[config.mk]
export PLATFORM = sky130hd
export DESIGN_NAME = booth_div
export DESIGN_NICKNAME = d
export VERILOG_FILES = /design/src/rtl/booth_div.sv
export SDC_FILE = /design/constraint.sdc
export NUM_CORES = 1
export LEC_CHECK = 0
export CORE_UTILIZATION = 45
export DETAILED_ROUTE_END_ITERATION = 7
export PLACE_DENSITY = 0.77
export SYNTH_ARGS = -nofsm -noshare
export SYNTH_HDL_FRONTEND = slang
export SYNTH_SLANG_ARGS = --single-unit
[constraint.sdc]
create_clock -name clk -period 6.7 [get_ports clk]
set_clock_uncertainty 0.1 [all_clocks]
set_input_delay 1.675 -clock clk [delete_from_list [all_inputs] [get_ports clk]]
set_output_delay 1.675 -clock clk [all_outputs]
set_load 0.03 [all_outputs]
[src/rtl/booth_div.sv]
// Signed 32/16 restoring divider: one shift-subtract step per cycle on operand
// magnitudes, followed by a single sign-fix cycle and a one-cycle done pulse.
module booth_div (
    input  logic        clk,
    input  logic        rst,
    input  logic        start,
    input  logic [31:0] dividend,
    input  logic [15:0] divisor,
    output logic        busy,
    output logic        done,
    output logic [15:0] q,
    output logic [15:0] r,
    output logic        ovf,
    output logic        dz
);

    typedef enum logic [1:0] {StIdle, StCalc, StFix, StDone} state_e;

    state_e      state_q, state_d;
    logic [4:0]  cnt_q, cnt_d;
    logic [32:0] prem_q, prem_d;    // partial remainder
    logic [31:0] qmag_q, qmag_d;    // dividend magnitude shifting into quotient magnitude
    logic [15:0] dvs_q, dvs_d;      // divisor magnitude
    logic        qneg_q, qneg_d;
    logic        rneg_q, rneg_d;
    logic        dzp_q, dzp_d;
    logic [15:0] quo_q, quo_d;
    logic [15:0] rem_q, rem_d;
    logic        ovf_q, ovf_d;
    logic        dz_q, dz_d;

    logic [32:0] shifted;
    logic [32:0] diff;
    logic        q_over;
    logic [31:0] dvd_abs;
    logic [15:0] dvs_abs;

    // Datapath helpers: operand magnitudes, one restoring step and overflow test
    always_comb begin
        dvd_abs = dividend[31] ? (32'd0 - dividend) : dividend;
        dvs_abs = divisor[15] ? (16'd0 - divisor) : divisor;
        shifted = {prem_q[31:0], qmag_q[31]};
        diff    = shifted - {17'd0, dvs_q};
        // A negative quotient may reach -32768, a non-negative one only +32767
        q_over  = qneg_q ? (qmag_q > 32'd32768) : (qmag_q > 32'd32767);
    end

    // Next-state logic for the FSM and all datapath registers
    always_comb begin
        state_d = state_q;
        cnt_d   = cnt_q;
        prem_d  = prem_q;
        qmag_d  = qmag_q;
        dvs_d   = dvs_q;
        qneg_d  = qneg_q;
        rneg_d  = rneg_q;
        dzp_d   = dzp_q;
        quo_d   = quo_q;
        rem_d   = rem_q;
        ovf_d   = ovf_q;
        dz_d    = dz_q;

        unique case (state_q)
            StIdle: begin
                if (start) begin
                    qmag_d = dvd_abs;
                    dvs_d  = dvs_abs;
                    prem_d = 33'd0;
                    cnt_d  = 5'd0;
                    rneg_d = dividend[31];
                    qneg_d = dividend[31] ^ divisor[15];
                    dzp_d  = (divisor == 16'd0);
                    state_d = (divisor == 16'd0) ? StFix : StCalc;
                end
            end
            StCalc: begin
                if (!diff[32]) begin
                    prem_d = diff;
                    qmag_d = {qmag_q[30:0], 1'b1};
                end else begin
                    prem_d = shifted;
                    qmag_d = {qmag_q[30:0], 1'b0};
                end
                cnt_d = cnt_q + 5'd1;
                if (cnt_q == 5'd31) begin
                    state_d = StFix;
                end
            end
            StFix: begin
                if (dzp_q) begin
                    quo_d = 16'd0;
                    rem_d = 16'd0;
                    ovf_d = 1'b0;
                    dz_d  = 1'b1;
                end else if (q_over) begin
                    quo_d = 16'd0;
                    rem_d = 16'd0;
                    ovf_d = 1'b1;
                    dz_d  = 1'b0;
                end else begin
                    quo_d = qneg_q ? (16'd0 - qmag_q[15:0]) : qmag_q[15:0];
                    // Remainder is below the divisor magnitude, so 16 bits always hold it
                    rem_d = rneg_q ? (16'd0 - prem_q[15:0]) : prem_q[15:0];
                    ovf_d = 1'b0;
                    dz_d  = 1'b0;
                end
                cnt_d   = 5'd0;
                state_d = StDone;
            end
            StDone: begin
                state_d = StIdle;
            end
            default: begin
                state_d = StIdle;
            end
        endcase
    end

    // State register with synchronous active-high reset
    always_ff @(posedge clk) begin
        if (rst) begin
            state_q <= StIdle;
            cnt_q   <= 5'd0;
            prem_q  <= 33'd0;
            qmag_q  <= 32'd0;
            dvs_q   <= 16'd0;
            qneg_q  <= 1'b0;
            rneg_q  <= 1'b0;
            dzp_q   <= 1'b0;
            quo_q   <= 16'd0;
            rem_q   <= 16'd0;
            ovf_q   <= 1'b0;
            dz_q    <= 1'b0;
        end else begin
            state_q <= state_d;
            cnt_q   <= cnt_d;
            prem_q  <= prem_d;
            qmag_q  <= qmag_d;
            dvs_q   <= dvs_d;
            qneg_q  <= qneg_d;
            rneg_q  <= rneg_d;
            dzp_q   <= dzp_d;
            quo_q   <= quo_d;
            rem_q   <= rem_d;
            ovf_q   <= ovf_d;
            dz_q    <= dz_d;
        end
    end

    // Status and result outputs
    always_comb begin
        busy = (state_q != StIdle);
        done = (state_q == StDone);
        q    = quo_q;
        r    = rem_q;
        ovf  = ovf_q;
        dz   = dz_q;
    end

endmodule

== Word-level counts from Yosys, hierarchy flattened ==
Cells that the tools add are included.

* Register bits after elaboration: 124
* Bits of input ports: 51
* Output and inout bits: 36

* Add/subtract/negate cells: 6
* Order comparisons: 2
* Equal/unequal tests: 6
* Mux-type cells: 24
* Bitwise logic cells: 1
* Reductions and logical operators: 9

{| class="wikitable"
|+ Operators with widths
! cell !! count
|-
| $mux W32 || 4
|-
| $pmux W32 S2 || 2
|-
| $mux W16 || 7
|-
| $sub A1 B16 Y16 const A || 3
|-
| $sub A33 B16 Y33 || 1
|-
| $gt A32 B15 Y1 const B || 1
|-
| $gt A32 B16 Y1 const B || 1
|-
| $sub A1 B32 Y32 const A || 1
|-
| $logic_not A16 Y1 || 1
|-
| $pmux W5 S3 || 1
|-
| $pmux W2 S4 || 1
|-
| $reduce_and A2 Y1 || 4
|-
| $mux W2 || 3
|-
| $add A5 B1 Y5 const B || 1
|-
| $eq A5 B5 Y1 const B || 1
|-
| $mux W1 || 5
|-
| $mux W5 || 1
|-
| $eq A2 B2 Y1 const B || 2
|-
| $ne A2 B2 Y1 const B || 2
|-
| $reduce_bool A2 Y1 || 2
|-
| $reduce_bool A3 Y1 || 1
|-
| $eq A2 B1 Y1 const B || 1
|-
| $logic_not A2 Y1 || 1
|-
| $xor A1 B1 Y1 || 1
|}

== Logic depth before layout (Yosys ltp) ==
Gate-level depths: netlist of run 1.

* Depth after elaboration: 4
* Depth in mapped cells: 12
* Mapped depth without buffers: 11

== Worst setup path after synthesis of run 1 ==
Ideal clock, no wire load.

* Path type: input -> register
* Start point: input dividend[0]
* End point: register qmag_q[28]
* Arrival: 4.309 ns
* Required time: 6.526 ns
* Path slack: 2.217 ns
* Stages: 10
* Path buffers: 0
* Cell sequence: inv_1 ha_1 or3b_2 or4_1 or4_1 or3_1 o31ai_1 xnor2_1 nand2_1 a31oi_1

* Longest elaborated chain between the ends: 4

{| class="wikitable"
|+ Ends and longest elaborated chain
! item !! line !! source
|-
| start: declaration || 7 || <nowiki>input logic [31:0] dividend,</nowiki>
|-
| $sub A1 B32 Y32 || 40 || <nowiki>dvd_abs = dividend[31] ? (32'd0 - dividend) : dividend;</nowiki>
|-
| $mux W32 || 40 ||
|-
| $mux W32 || 65 || <nowiki>if (start) begin</nowiki>
|-
| $pmux W32 S2 || 63 || <nowiki>unique case (state_q)</nowiki>
|-
| end signal: assignment || 138 || <nowiki>qmag_q <= qmag_d;</nowiki>
|-
| end: declaration || 22 || <nowiki>logic [31:0] qmag_q, qmag_d;</nowiki>
|}

Every way passes these cells. The select of a mux whose other input is x is not followed.
A chain may end at the register's enable or synchronous reset.

== Worst setup path after layout of run 1 ==
Ends and elaborated chain as after synthesis.

==> results of run 1 <==
## final cells by class
type                            instances  area share, %
Tap cell                              220          2.946
Clock buffer                           19          4.740
Clock inverter                         12          1.834
Inverter                               34          1.366
Timing Repair Buffer                   95          9.882
Sequential cell                       124          26.57
Multi-Input combinational cell        792          52.66
## state kept, by name, indices dropped and copies added (netlist names)
signal,flops
state_q,2
qmag_q,32
dz,1
q,16
prem_q,32
qneg_q,1
rneg_q,1
r,16
dzp_q,1
dvs_q,16
ovf,1
cnt_q,5
## per-layer routing
metal	vias up	GRT usage (%)
li1	3686	-
met1	3383	29.90
met2	188	37.41
met3	40	4.566
met4	0	9.785
met5	-	0
## worst min-delay path by stage
stage	from	end	slack (ps)
4_1_cts	dvs_q[0]	dvs_q[0]	360
2_1_floorplan	cnt_q[4]	cnt_q[4]	340
3_5_place_dp	dvs_q[0]	dvs_q[0]	350
5_1_grt	cnt_q[4]	cnt_q[4]	380
6_report	cnt_q[4]	cnt_q[4]	360
3_3_place_gp	cnt_q[4]	cnt_q[4]	340
## worst register-to-register path, delay by kind of cell, from the launching register on
kind | cells | cell delay (ps)
compound gates | 5 | 1430
xor+xnor | 1 | 210
simple gates | 2 | 460
buf+inv | 2 | 410
flops | 1 | 500
fa+ha+maj | 1 | 480
## logic make-up (layout without fill, tap and decap cells)
kind of cell               Yosys count  count (layout)  synth area share [%]
AOI/OAI and AO/OA                  269             269                 22.12
xor gates and xnor gates            94              94                 10.63
adders and majority gates           29              29                 4.784
buffers and inverters               95             160                 4.686
DFF                                124             124                 32.06
muxes                               16              16                 2.068
and+or+nand+nor                    384             384                 23.64
## cells in the final DEF (no fill, tap or decap), types with 7 or more instances in the layout
cell type | Yosys | layout
sky130_fd_sc_hd__o211ai_1 | 7 | 7
sky130_fd_sc_hd__a211oi_1 | 22 | 22
sky130_fd_sc_hd__nand2b_1 | 10 | 10
sky130_fd_sc_hd__buf_4 | 0 | 9
sky130_fd_sc_hd__xor2_1 | 55 | 55
sky130_fd_sc_hd__nor4_1 | 18 | 18
sky130_fd_sc_hd__nand2_1 | 147 | 147
sky130_fd_sc_hd__nor3_1 | 13 | 13
sky130_fd_sc_hd__clkdlybuf4s50_1 | 0 | 85
sky130_fd_sc_hd__or4_1 | 13 | 13
sky130_fd_sc_hd__o31ai_1 | 20 | 20
sky130_fd_sc_hd__xnor2_1 | 39 | 38
sky130_fd_sc_hd__clkbuf_16 | 0 | 17
sky130_fd_sc_hd__nor2b_1 | 36 | 36
sky130_fd_sc_hd__ha_1 | 28 | 28
sky130_fd_sc_hd__o21ai_0 | 67 | 67
sky130_fd_sc_hd__nand3_1 | 15 | 15
sky130_fd_sc_hd__o41ai_1 | 10 | 10
sky130_fd_sc_hd__o21a_1 | 8 | 8
sky130_fd_sc_hd__a21oi_1 | 82 | 81
sky130_fd_sc_hd__inv_1 | 34 | 34
sky130_fd_sc_hd__dfxtp_1 | 124 | 124
sky130_fd_sc_hd__nor2_1 | 92 | 91
sky130_fd_sc_hd__mux2i_1 | 16 | 16
## metrics by stage
step | utilization [%] | area [µm²] | instances | hold slack (ps) | worst slack (ps)
2_1_floorplan | - | 7742 | 1011 | 336.2 | 2217
3_3_place_gp | 52.27 | 8730 | 1265 | 341.8 | 1531
3_5_place_dp | 52.27 | 8730 | 1265 | 350.8 | 1431
4_1_cts | 55.95 | 9344 | 1296 | 358.2 | 1871
5_1_grt | 55.95 | 9344 | 1296 | 378.5 | 1716
6_report | 55.95 | 9344 | 1296 | 356.2 | 1861
==> impl_metrics.env, run 1 <==
export IMPL_worstPathArrival_ps=5090
export IMPL_synthCells=1011
export IMPL_cts_hold_fix_buffers=0
export IMPL_met2WireLength_um=8878
export IMPL_floorplan_die_width_um=133.2
export IMPL_worst_skew_pair_late_latency_ps=430
export IMPL_number_of_enable_type_register_cells_in_the_synthesized_netlist=0
export IMPL_synth_top_cell_area_share_pct=32.06
export IMPL_floorplan_die_height_um=133.2
export IMPL_cts_sink_count=124
export IMPL_timing_slew_headroom_pct=28.13
export IMPL_cts_buffers_inserted=17
export IMPL_crit_fanout=5
export IMPL_io_buffers=86
export IMPL_cpMaxStageDelayCell="sky130_fd_sc_hd__or4_1"
export IMPL_worst_hold_path_stage_count=2
export IMPL_worst_r2r_cell_count=11
export IMPL_yosys_area_top_type="sky130_fd_sc_hd__dfxtp_1"
export IMPL_worstSetupEndpointType="register"
export IMPL_cts_path_max_buffers=2
export IMPL_synth_common_cells="147 x sky130_fd_sc_hd__nand2_1, 124 x sky130_fd_sc_hd__dfxtp_1, 92 x sky130_fd_sc_hd__nor2_1"
export IMPL_report_final_hold_viol_count=0
export IMPL_synth_most_common_cell="sky130_fd_sc_hd__nand2_1"
export IMPL_htreeDepth=4
export IMPL_num_io_pins=87
export IMPL_highest_layer="met4"
export IMPL_cts_post_setup_buffers_inserted=0
export IMPL_hold_class="reg -> reg"
export IMPL_worst_r2r_setup_slack_ps=3010
export IMPL_synth_yosys_warnings=0
export IMPL_post_route_cells_drive_above_1_share_pct=5.669
export IMPL_multi_input_area_um2=4921
export IMPL_diodes=0
export IMPL_cts_tree="done"
export IMPL_r2r_start="prem_q[0]"
export IMPL_ys_seq_area_share_pct=32.06
export IMPL_starting_density_pct=46.36
export IMPL_synth_net_count=1091
export IMPL_remaining_drc_errors=0
export IMPL_wl_met3_um=883
export IMPL_area_contributors_post_synth="sky130_fd_sc_hd__dfxtp_1 32%, sky130_fd_sc_hd__nand2_1 7.1%, sky130_fd_sc_hd__xor2_1 6.2%"
export IMPL_post_drt_via_cell_ratio=5.630
export IMPL_fmaxAchievable_mhz=206.6
export IMPL_seqCellArea_um2=2482
export IMPL_wire_length_of_the_first_global_routing_pass_um=33260
export IMPL_timing_critical_path_cells="clkdlybuf4s50_1, inv_1, ha_1, or3b_2, or4_1, or4_1, or3_1, o31ai_1, xnor2_1, nand2_1, a31oi_1"
export IMPL_rsz0062_at_grt="false"
export IMPL_dr_pass1_iters=5
export IMPL_grt_start_max_net_pins=55
export IMPL_worst_path_largest_cell_delay_ps=620
export IMPL_critical_path_depth=11
export IMPL_drtAntennaViolNets=0
export IMPL_synth_ff_type="sky130_fd_sc_hd__dfxtp_1"
export IMPL_critPathBufInv=2
export IMPL_syn_avg_cell_area_um2=7.658
export IMPL_clk_pin_slew_worst_paths_ps=60
export IMPL_critPathKind="in -> reg"
export IMPL_syn_cell_area_um2=7742
export IMPL_ys_ff_latch=124
export IMPL_vias_after_detailed_routing=7297
export IMPL_timing_final_crit_period_ps=4839
export IMPL_grtUsageTotal_pct=23.08
export IMPL_critical_path_reg2reg_endpoint="prem_q[8]"
export IMPL_cp_common_cell="sky130_fd_sc_hd__or4_1"
export IMPL_cell_variety_after_synth=65
export IMPL_first_global_vias=6926
export IMPL_timing_max_cap_violations=0
export IMPL_cts_repair_resize_count=0
export IMPL_async_reset_ff_share_pct=0
export IMPL_m1WireLength_um=9104
export IMPL_cp_start_kind="input port"
export IMPL_fin_nets=1144
export IMPL_drt_iter0_drc=521
export IMPL_timing_final_crit_share_pct=72.23
export IMPL_final_max_slew_violation_count=0
export IMPL_worst_setup_path_startpoint="dividend[0]"
export IMPL_syn2layout_area_growth_pct=20.69
export IMPL_detailed_place_hpwl_um=13750
export IMPL_fillCellCount=1573
export IMPL_wirelength_um=19390
export IMPL_die_area_um2=17730
export IMPL_antenna_found_initial=0
export IMPL_worst_slew_pin_transition_ps=1075
export IMPL_fin_setup_tns_ps=0
export IMPL_gr_total_overflow=0
export IMPL_crit_path_end="qmag_q[28]"
export IMPL_status="finished clean"
export IMPL_rows=47
export IMPL_clock_tree_root_cell="sky130_fd_sc_hd__clkbuf_16"
export IMPL_gpl_final_weighted_congestion=0.8951
export IMPL_fp_coreArea_um2=16700
export IMPL_crit_required_ps=6950
export IMPL_worst_path_dominant_cell_family="simple AND/OR/NAND/NOR gates"
export IMPL_wire_per_inst_um=14.96
export IMPL_timing_final_setup_violations=0
Power of run 1 is left out: the tool's default activity adds up to more than one toggle a clock period on the data nets, which glitch-free logic cannot reach.
==> run 2: changes to the inputs <==
==> constraint.sdc (replaced) <==
create_clock -name clk -period 4.6 [get_ports clk]
set_clock_uncertainty 0.1 [all_clocks]
set_input_delay 1.15 -clock clk [delete_from_list [all_inputs] [get_ports clk]]
set_output_delay 1.15 -clock clk [all_outputs]
set_load 0.03 [all_outputs]
==> impl_metrics.env, run 2 (synthesis results as in run 1) <==
export IMPL_status="finished clean"
export IMPL_antenna_found_initial=0
export IMPL_dpl_cell_count=1273
export IMPL_layout_cells_most_common="sky130_fd_sc_hd__nand2_1"
export IMPL_io_buffers=86
export IMPL_worst_slew_pin_transition_ps=887.0
export IMPL_mostFrequentLayoutCells="147 x sky130_fd_sc_hd__nand2_1, 124 x sky130_fd_sc_hd__dfxtp_1, 91 x sky130_fd_sc_hd__nor2_1"
export IMPL_starting_density_pct=46.36
export IMPL_cts_tree="done"
export IMPL_timing_final_setup_violations=0
export IMPL_cts_path_max_buffers=2
export IMPL_totalPowerFinal_mw=8.336
export IMPL_remaining_drc_errors=0
export IMPL_post_route_cells_drive_above_1_share_pct=6.100
export IMPL_reg_largest_list="prem_q: 32 flops, qmag_q: 32 flops"
export IMPL_crit_fanout=4
export IMPL_worst_path_dominant_cell_family="simple AND/OR/NAND/NOR gates"
export IMPL_fp_coreArea_um2=16700
export IMPL_cts_sink_count=124
export IMPL_critPathBufInv=2
export IMPL_timing_critical_path_cells="clkdlybuf4s50_1, inv_1, ha_1, or3b_2, or4_1, or4_1, or3_1, o31ai_1, xnor2_1, nand2_1, a31oi_1"
export IMPL_fmaxAchievable_mhz=240.7
export IMPL_gr_usage_met2_pct=37.58
export IMPL_crit_required_ps=4850
export IMPL_first_global_vias=6687
export IMPL_dr_pass1_iters=5
export IMPL_wirelength_um=19860
export IMPL_global_route_peak_usage_layer="met2"
export IMPL_floorplan_die_width_um=133.2
export IMPL_leakage_power_nw=3.637
export IMPL_fin_nets=1152
export IMPL_worst_path_largest_cell_delay_ps=550
export IMPL_report_final_hold_viol_count=0
export IMPL_diodes=0
export IMPL_post_drt_via_cell_ratio=5.677
export IMPL_stdcell_count=1302
export IMPL_wire_per_inst_um=15.25
export IMPL_clk_pin_slew_worst_paths_ps=50
export IMPL_critPathKind="in -> reg"
export IMPL_wire_length_of_the_first_global_routing_pass_um=33200
export IMPL_p_per_area_nw_per_um2=890.0
export IMPL_power_ir_vdd_worst_mv=0.6028
export IMPL_cpMaxStageDelayCell="sky130_fd_sc_hd__or4_1"
export IMPL_htreeDepth=4
export IMPL_gr_total_overflow=0
export IMPL_num_io_pins=87
export IMPL_fin_setup_tns_ps=0
export IMPL_timing_slew_headroom_pct=40.51
export IMPL_routing_usage_on_met3_pct=3.957
export IMPL_grt_start_max_net_pins=58
export IMPL_timing_final_crit_share_pct=90.32
export IMPL_cp_common_cell="sky130_fd_sc_hd__or4_1"
export IMPL_worst_skew_pair_late_latency_ps=430
export IMPL_cts_hold_fix_buffers=0
export IMPL_rsz0062_at_grt="false"
export IMPL_timing_final_crit_period_ps=4155
export IMPL_timing_max_cap_violations=0
export IMPL_detailed_place_hpwl_um=14040
export IMPL_drt_iter0_drc=513
export IMPL_worstPathArrival_ps=4410
export IMPL_syn2layout_area_growth_pct=20.98
export IMPL_timing_hold_ws_ps=365.6
export IMPL_rows=47
export IMPL_drtAntennaViolNets=0
export IMPL_cts_buffers_inserted=17
export IMPL_die_area_um2=17730
export IMPL_hold_class="reg -> reg"
export IMPL_final_max_slew_violation_count=0
export IMPL_cts_post_setup_buffers_inserted=0
export IMPL_cts_repair_resize_count=0
export IMPL_floorplan_die_height_um=133.2
export IMPL_grtUsageTotal_pct=23.13
export IMPL_vias_after_detailed_routing=7392
export IMPL_clock_tree_root_cell="sky130_fd_sc_hd__clkbuf_16"
export IMPL_worstSetupEndpointType="register"
export IMPL_use_met1_pct=30.64
export IMPL_cp_start_kind="input port"
export IMPL_gpl_final_weighted_congestion=0.9390
run 2: final timing paths:
| path | startpoint | to | slack, ps | depth (start not counted) |
|---|---|---|---|---|
| worst max register to register | prem_q[15] | prem_q[26] | 1150 | 8 |
| worst min register to register | cnt_q[4] | cnt_q[4] | 370 | 2 |
| worst min-delay path | cnt_q[4] | cnt_q[4] | 370 | 2 |
| worst max-delay path | dividend[0] | qmag_q[28] | 450 | 11 |
run 2: routing by layer:
layer	vias to the layer above	wire length (µm)
met4	0	453
met3	36	897
met5	-	0
li1	3699	-
met1	3459	9211
met2	198	9298
run 2: metrics by stage:
step | instance area [µm²] | worst slack [ps] | utilization [%]
floorplan | 7742 | 642.1 | -
detailed placement | 8797 | 33.83 | 52.67
CTS | 9366 | 467.2 | 56.08
global route | 9366 | 313.3 | 56.08
finish | 9366 | 445.3 | 56.08
global placement | 8797 | 133.1 | 52.67
run 2: worst register-to-register path: stages (launching register included):
cell and delay (ps):
sky130_fd_sc_hd__dfxtp_1 400, sky130_fd_sc_hd__or3_1 510, sky130_fd_sc_hd__or4b_2 720, sky130_fd_sc_hd__or2_1 290
sky130_fd_sc_hd__xnor2_1 140, sky130_fd_sc_hd__a211oi_1 710, sky130_fd_sc_hd__nand3_1 190, sky130_fd_sc_hd__xor2_1 180
sky130_fd_sc_hd__o21ai_0 90
run 2: layout make-up:
type	instances	area, µm²
Clock inverter	9	122.6
Inverter	34	127.6
Fill cell	1564	7335
Clock buffer	20	446.7
Timing Repair Buffer	103	996.0
Sequential cell	124	2482
Multi-Input combinational cell	792	4916
Tap cell	220	275.3
run 2: where the power goes:
group / total (mW) / switching (mW) / internal (mW)
registers: 1.70 / 0.355 / 1.34
logic: 5.32 / 3.07 / 2.25
clock network: 1.32 / 0.467 / 0.849
Note: power is estimated with default switching activity, not from simulation.
